==> config.mk <==
export PLATFORM = sky130hd
export DESIGN_NAME = seq_divider
export DESIGN_NICKNAME = d
export VERILOG_FILES = /design/src/rtl/seq_divider.sv
export SDC_FILE = /design/constraint.sdc
export NUM_CORES = 1
export LEC_CHECK = 0
export ABC_AREA = 0
export CAP_MARGIN = 15
export CORE_AREA = 5 5 161 125
export DETAILED_ROUTE_END_ITERATION = 16
export DIE_AREA = 0 0 166 130
export GPL_ROUTABILITY_DRIVEN = 0
export GPL_TIMING_DRIVEN = 0
export PLACE_DENSITY = 0.88
export SLEW_MARGIN = 5
export SYNTH_ARGS = -nofsm -noshare
export SYNTH_HDL_FRONTEND = slang
export SYNTH_SLANG_ARGS = --single-unit
==> constraint.sdc <==
create_clock -name clk -period 7.7 [get_ports clk]
set_input_delay 1.54 -clock clk [delete_from_list [all_inputs] [get_ports clk]]
set_output_delay 1.54 -clock clk [all_outputs]
set_load 0.02 [all_outputs]
==> src/rtl/seq_divider.sv <==
// seq_divider: iterative restoring shift-subtract divider, signed/unsigned, start/done handshake
module seq_divider #(
    parameter int WIDTH = 32
) (
    input  logic             clk,
    input  logic             rst,
    input  logic             start,
    input  logic             signed_op,
    input  logic [WIDTH-1:0] dividend,
    input  logic [WIDTH-1:0] divisor,
    output logic             busy,
    output logic             done,
    output logic [WIDTH-1:0] quotient,
    output logic [WIDTH-1:0] remainder,
    output logic             div_by_zero
);
    localparam int CW = $clog2(WIDTH);
    typedef enum logic [1:0] {IDLE, RUN, FIX} state_t;
    state_t state_q, state_d;
    logic [WIDTH-1:0] div_q, div_d, quot_q, quot_d, prem_q, prem_d;
    logic [WIDTH-1:0] quotient_q, quotient_d, remainder_q, remainder_d;
    logic [CW-1:0] cnt_q, cnt_d;
    logic neg_quot_q, neg_quot_d, neg_rem_q, neg_rem_d, done_q, done_d, dbz_q, dbz_d;
    logic [WIDTH:0] shifted, trial;
    logic [WIDTH-1:0] a_abs, b_abs;
    always_comb begin
        a_abs = (signed_op && dividend[WIDTH-1]) ? -dividend : dividend;
        b_abs = (signed_op && divisor[WIDTH-1]) ? -divisor : divisor;
        shifted = {prem_q, quot_q[WIDTH-1]};
        trial = shifted + ~{1'b0, div_q} + (WIDTH+1)'(1);
        state_d = state_q;
        div_d = div_q;
        quot_d = quot_q;
        prem_d = prem_q;
        cnt_d = cnt_q;
        neg_quot_d = neg_quot_q;
        neg_rem_d = neg_rem_q;
        quotient_d = quotient_q;
        remainder_d = remainder_q;
        dbz_d = dbz_q;
        done_d = 1'b0;
        case (state_q)
            IDLE: begin
                if (start && divisor == '0) begin
                    quotient_d = '1;
                    remainder_d = dividend;
                    dbz_d = 1'b1;
                    done_d = 1'b1;
                end else if (start) begin
                    div_d = b_abs;
                    quot_d = a_abs;
                    prem_d = '0;
                    cnt_d = '0;
                    neg_quot_d = signed_op && (dividend[WIDTH-1] ^ divisor[WIDTH-1]);
                    neg_rem_d = signed_op && dividend[WIDTH-1];
                    state_d = RUN;
                end
            end
            RUN: begin
                quot_d = {quot_q[WIDTH-2:0], ~trial[WIDTH]};
                prem_d = trial[WIDTH] ? shifted[WIDTH-1:0] : trial[WIDTH-1:0];
                cnt_d = cnt_q + CW'(1);
                state_d = (cnt_q == CW'(WIDTH-1)) ? FIX : RUN;
            end
            FIX: begin
                quotient_d = neg_quot_q ? -quot_q : quot_q;
                remainder_d = neg_rem_q ? -prem_q : prem_q;
                dbz_d = 1'b0;
                done_d = 1'b1;
                state_d = IDLE;
            end
            default: state_d = IDLE;
        endcase
    end
    always_ff @(posedge clk) begin
        if (rst) begin
            state_q <= IDLE;
            div_q <= '0;
            quot_q <= '0;
            prem_q <= '0;
            cnt_q <= '0;
            neg_quot_q <= 1'b0;
            neg_rem_q <= 1'b0;
            quotient_q <= '0;
            remainder_q <= '0;
            dbz_q <= 1'b0;
            done_q <= 1'b0;
        end else begin
            state_q <= state_d;
            div_q <= div_d;
            quot_q <= quot_d;
            prem_q <= prem_d;
            cnt_q <= cnt_d;
            neg_quot_q <= neg_quot_d;
            neg_rem_q <= neg_rem_d;
            quotient_q <= quotient_d;
            remainder_q <= remainder_d;
            dbz_q <= dbz_d;
            done_q <= done_d;
        end
    end
    assign busy = (state_q != IDLE);
    assign done = done_q;
    assign quotient = quotient_q;
    assign remainder = remainder_q;
    assign div_by_zero = dbz_q;
endmodule

# After elaboration in Yosys (flattened, before gate mapping)

Index checks and enable logic that the tools add are counted.

Register bits after elaboration: 171
Input port bits: 68
Output and inout bits: 67
Word-level logic and storage cells: 67

Add/sub/neg operators: 7
Eq/ne operators: 6
Multiplexer cells: 26
Bitwise operators: 4
Reductions and logical operators: 13

Operators with widths:

| kind                                                            | count |
|---|---|
| 32-bit 2-to-1 mux                                               | 11 |
| 32-bit one-hot mux with 2 select lines                          | 4 |
| 32-bit negator                                                  | 4 |
| 33-bit by 1-bit adder with 33-bit output, second input constant | 1 |
| 33-bit adder                                                    | 1 |
| 32-bit inverter with 33-bit output                              | 1 |
| 32-bit logical NOT                                              | 1 |
| 5-bit 2-to-1 mux                                                | 2 |
| 5-bit one-hot mux with 2 select lines                           | 1 |
| 2-bit 2-to-1 mux                                                | 3 |
| 2-bit != test, second input constant                            | 3 |
| 3-bit AND reduction                                             | 2 |
| 2-bit nonzero test                                              | 3 |
| 5-bit by 1-bit adder with 5-bit output, second input constant   | 1 |
| 5-bit == test, second input constant                            | 1 |
| 1-bit logical AND                                               | 4 |
| 1-bit one-hot mux with 2 select lines                           | 2 |
| 2-bit one-hot mux with 2 select lines                           | 1 |
| 2-bit AND reduction                                             | 2 |
| 2-bit by 1-bit == test with 1-bit output, second input constant | 1 |
| 2-bit == test, second input constant                            | 1 |
| 2-bit logical NOT                                               | 1 |
| 1-bit 2-to-1 mux                                                | 2 |
| 1-bit inverter                                                  | 2 |
| 1-bit XOR                                                       | 1 |

# Longest topological paths before layout

Depth after elaboration: 5
Gate-level depth with buffers: 12
Mapped depth without buffers: 11

# Worst setup path before layout

Ideal clock, no wire load.

Kind: input -> register
Start point: input dividend[14]
End point: register quot_q[29]
Setup time: 0.122 ns
Data arrival time: 3.829 ns
Required time: 7.578 ns
Slack: 3.749 ns
Stages on the path: 9
Path buffers: 1
Cell sequence: or3_1 buf_2 nor4_4 or4b_4 or4_4 nand2_1 xor2_1 a211oi_1 a221o_1

Longest elaborated chain between the ends: 5

RTL lines:

| item                                   | line | text |
|---|---|---|
| start: declaration                     | 9    | `input logic [WIDTH-1:0] dividend,` |
| 32-bit negator                         | 27   | `a_abs = (signed_op && dividend[WIDTH-1]) ? -dividend : dividend;` |
| 32-bit 2-to-1 mux                      | 27   |  |
| 32-bit 2-to-1 mux                      | 49   | `end else if (start) begin` |
| 32-bit 2-to-1 mux                      | 44   | `if (start && divisor == '0) begin` |
| 32-bit one-hot mux with 2 select lines | 42   | `case (state_q)` |
| end signal: assignment                 | 91   | `quot_q <= quot_d;` |
| end: declaration                       | 20   | `logic [WIDTH-1:0] div_q, div_d, quot_q, quot_d, prem_q, prem_d;` |

Every way passes these cells. The select of a mux whose other input is x is not followed.
A chain may end at the register's enable or synchronous reset.

# Worst setup path after layout

Start point: input divisor[2]
End point: register quot_q[22]

Longest elaborated chain between the ends: 4

RTL lines:

| item                                 | line | text |
|---|---|---|
| start: declaration                   | 10   | `input logic [WIDTH-1:0] divisor,` |
| 32-bit logical NOT                   | 44   |  |
| 1-bit logical AND                    | 44   |  |
| 2-bit != test (no source line)       | -    |  |
| 3-bit AND reduction (no source line) | -    |  |

Every way passes these cells.

==> reports/metrics.csv <==
metric,value,unit
later-pin clock latency in the skew report,0.45,ns
"Max stage delay cell, worst path",nor4_1,
vias per cell,6.426,
Final nets,1661,
Required @ worst endpoint,8.01,ns
Final ANT Viol Nets,0,
final hold vios,0,
layout cells sized above 1,0.03957,
Port Buffer Count,133,
"Hold-fix buffers, CTS",0,
Worst Setup SP,divisor[2],
post-DP HPWL,26900,microns
final WL,35670,microns
Fmax achieved,202.0,MHz
CTS Buf Count,17,
number of synthesized flops with an enable pin,0,
startpoint type of the worst setup path,input pin,
Slew HR,0.3527,
"CTS clk-pin slew, worst paths",0.07,ns
Synth Instances,1402,
Die X,166,microns
pwr/cell area,251.3,mW/mm^2
final setup TNS,0,ns
RSZ-0062 raised after global routing,false,
first-pass GRT wire length,57070,microns
Filler cells,1390,
"critical path fanouts, max",10,
clock sinks,171,
Synth area leader,dfxtp_1,
post-cts sizing count,0,
Max Cap Violations,0,
vias after detailed routing,11660,
Crit. End Element,register,
outcome,"finished, final reports clean",
average wire per standard cell,19.67,microns
Synthesized Nets,1509,
Post-route DRC,0,
P&R area growth vs syn,20.24,%
initial antenna violation count,0,
Tot GR Track Use,0.3234,
CTS Root Buffer Type,clkbuf_16,
Synth Register Bits,171,
register area,0.003423,sq mm
1st-pass router iterations,9,
post-synthesis sequential area ratio,0.3122,
Ports,135,
P_leak,4.814,nW
Post-synth ARST share,0,
worst path bufs/invs,2,
CTS Buffer Depth,2,
multi-input logic area,0.006978,sq mm
Ys Warns,0,
synth unique cells,69,
H-tree levels,4,
Min-Delay Path Class,register to register,
# rows,43,
fin crit period,4.949,ns
synth top area cells,"dfxtp_1, xnor2_1, nor2_1, xor2_1, nand2_1",
crit-path cells,clkdlybuf4s50_1 > nor4_1 > nand4_1 > nor4_4 > nand2_1 > nand2_1 > clkbuf_1 > o21ai_0 > o21ai_0 > a21oi_1,
Die Height,130,microns
Setup CP Type,input pin to register,
Worst-Margin Slew,0.9709,ns
largest net degree at the start of global routing,18,
GRT overflow,0,
die area,0.02158,sq mm
synthesized area per cell,7.820,sq um
Core ar.,0.01824,sq mm
Reg-to-Reg Start,quot_q[31],
"Slew Viols, Final",0,
Main synth FF type,dfxtp_1,
"Largest delay share family, worst path",simple AND/OR/NAND/NOR gates,
CP max stage delay,0.63,ns
top-count cell post-synth,dfxtp_1,
CTS tree,built,
mapped cell area,0.01096,sq mm
Peak VDD IR,0.1636,mV
post-synth top area share,0.3122,
Final period util,0.6428,
antenna cells,0,
Iter 0 DRT Violations,1694,
commonest cells in the netlist,"dfxtp_1, nor2_1, nand2_1",
endpoints failing setup,0,
skew final,0.01175,ns
vias in the first global route,11170,
postcts setup bufs,0,
final hold slack,0.4728,ns
hold path startpoint,div_q[31],
"Arr. time, crit path",5.25,ns
Initial Util,0.6012,
## sequential cells by signal, summed over array words and instances (netlist names)
register	flops
done	1
prem_q	32
cnt_q	5
quotient	32
state_q	2
neg_rem_q	1
neg_quot_q	1
div_by_zero	1
div_q	32
quot_q	32
remainder	32
## cell families after synthesis
| logic type | Yosys count | share of synthesized area |
|---|---|---|
| AOI/OAI and AO/OA | 394 | 0.2523 |
| DFF | 171 | 0.3122 |
| xor gates and xnor gates | 143 | 0.1142 |
| muxes | 23 | 0.02111 |
| adders and majority gates | 39 | 0.04519 |
| buffers and inverters | 146 | 0.05135 |
| and+or+nand+nor | 486 | 0.2036 |
## metrics by stage
| step | setup slack, ns | util | std cells | area, sq um | power, mW |
|---|---|---|---|---|---|
| 2_1_floorplan | 3.749 | - | 1402 | 10960 | 2.054 |
| 3_3_place_gp | 2.480 | 0.6911 | 1782 | 12600 | 2.342 |
| 3_5_place_dp | 2.449 | 0.6911 | 1782 | 12600 | 2.395 |
| 4_1_cts | 2.912 | 0.7229 | 1814 | 13180 | 3.259 |
| 5_1_grt | 2.554 | 0.7229 | 1814 | 13180 | 3.483 |
| 6_report | 2.751 | 0.7229 | 1814 | 13180 | 3.314 |
## metal layers
metal  vias to the layer above  global-route usage  wire length [microns]
met2                       726              0.5410                  16060
met1                      5358              0.4027                  13970
met5                         -                   0                      0
met3                       160             0.06541                   3878
li1                       5412                   -                      -
met4                         0              0.1634                   1771
## report_power, final
part	total, mW	internal (mW)	switching [mW]
Clock	0.865	0.459	0.407
Combinational	1.40	0.546	0.856
Sequential	1.05	0.947	0.0992
Total	3.31	1.95	1.36
## final cells by class
| cell class | instances | area share |
|---|---|---|
| multi-input combinational | 1085 | 0.5293 |
| sequential | 171 | 0.2597 |
| clock buffer | 18 | 0.03255 |
| tap | 247 | 0.02344 |
| clock inverter | 14 | 0.01139 |
| inverter | 50 | 0.01424 |
| buffer | 96 | 0.02847 |
| timing repair buffer | 133 | 0.1010 |
## cell usage in the layout (no fill, tap or decap), types with 9 or more instances in the layout
cell type,count
nor3_1,43
a32oi_1,9
clkbuf_16,17
or3_1,13
a2111oi_0,19
xor2_1,70
and2_1,9
mux2i_1,22
inv_1,50
nand3_1,22
clkbuf_1,85
or4_1,10
a311oi_1,27
nand2b_1,10
a211oi_1,65
clkdlybuf4s50_1,133
a21o_1,16
nor2_1,167
o41ai_1,21
o31ai_1,27
nand2_1,163
a222oi_1,9
buf_2,12
a21oi_1,62
xnor2_1,73
nand4_1,11
ha_1,38
o21ai_0,78
dfxtp_1,171
## worst min-delay path, stage by stage (launching register included)
cell and delay (ns):
dfxtp_1 0.31, nand2_1 0.06, a21oi_1 0.06
## worst paths after layout
path                              endpoint  slack, ns  cells past startpoint
worst max-delay path            quot_q[22]       2.75                     10
worst min-delay path             div_q[31]       0.47                      2
worst max register to register  prem_q[12]       3.62                     12
worst min register to register   div_q[31]       0.47                      2
(Power assumes the default switching activity.)
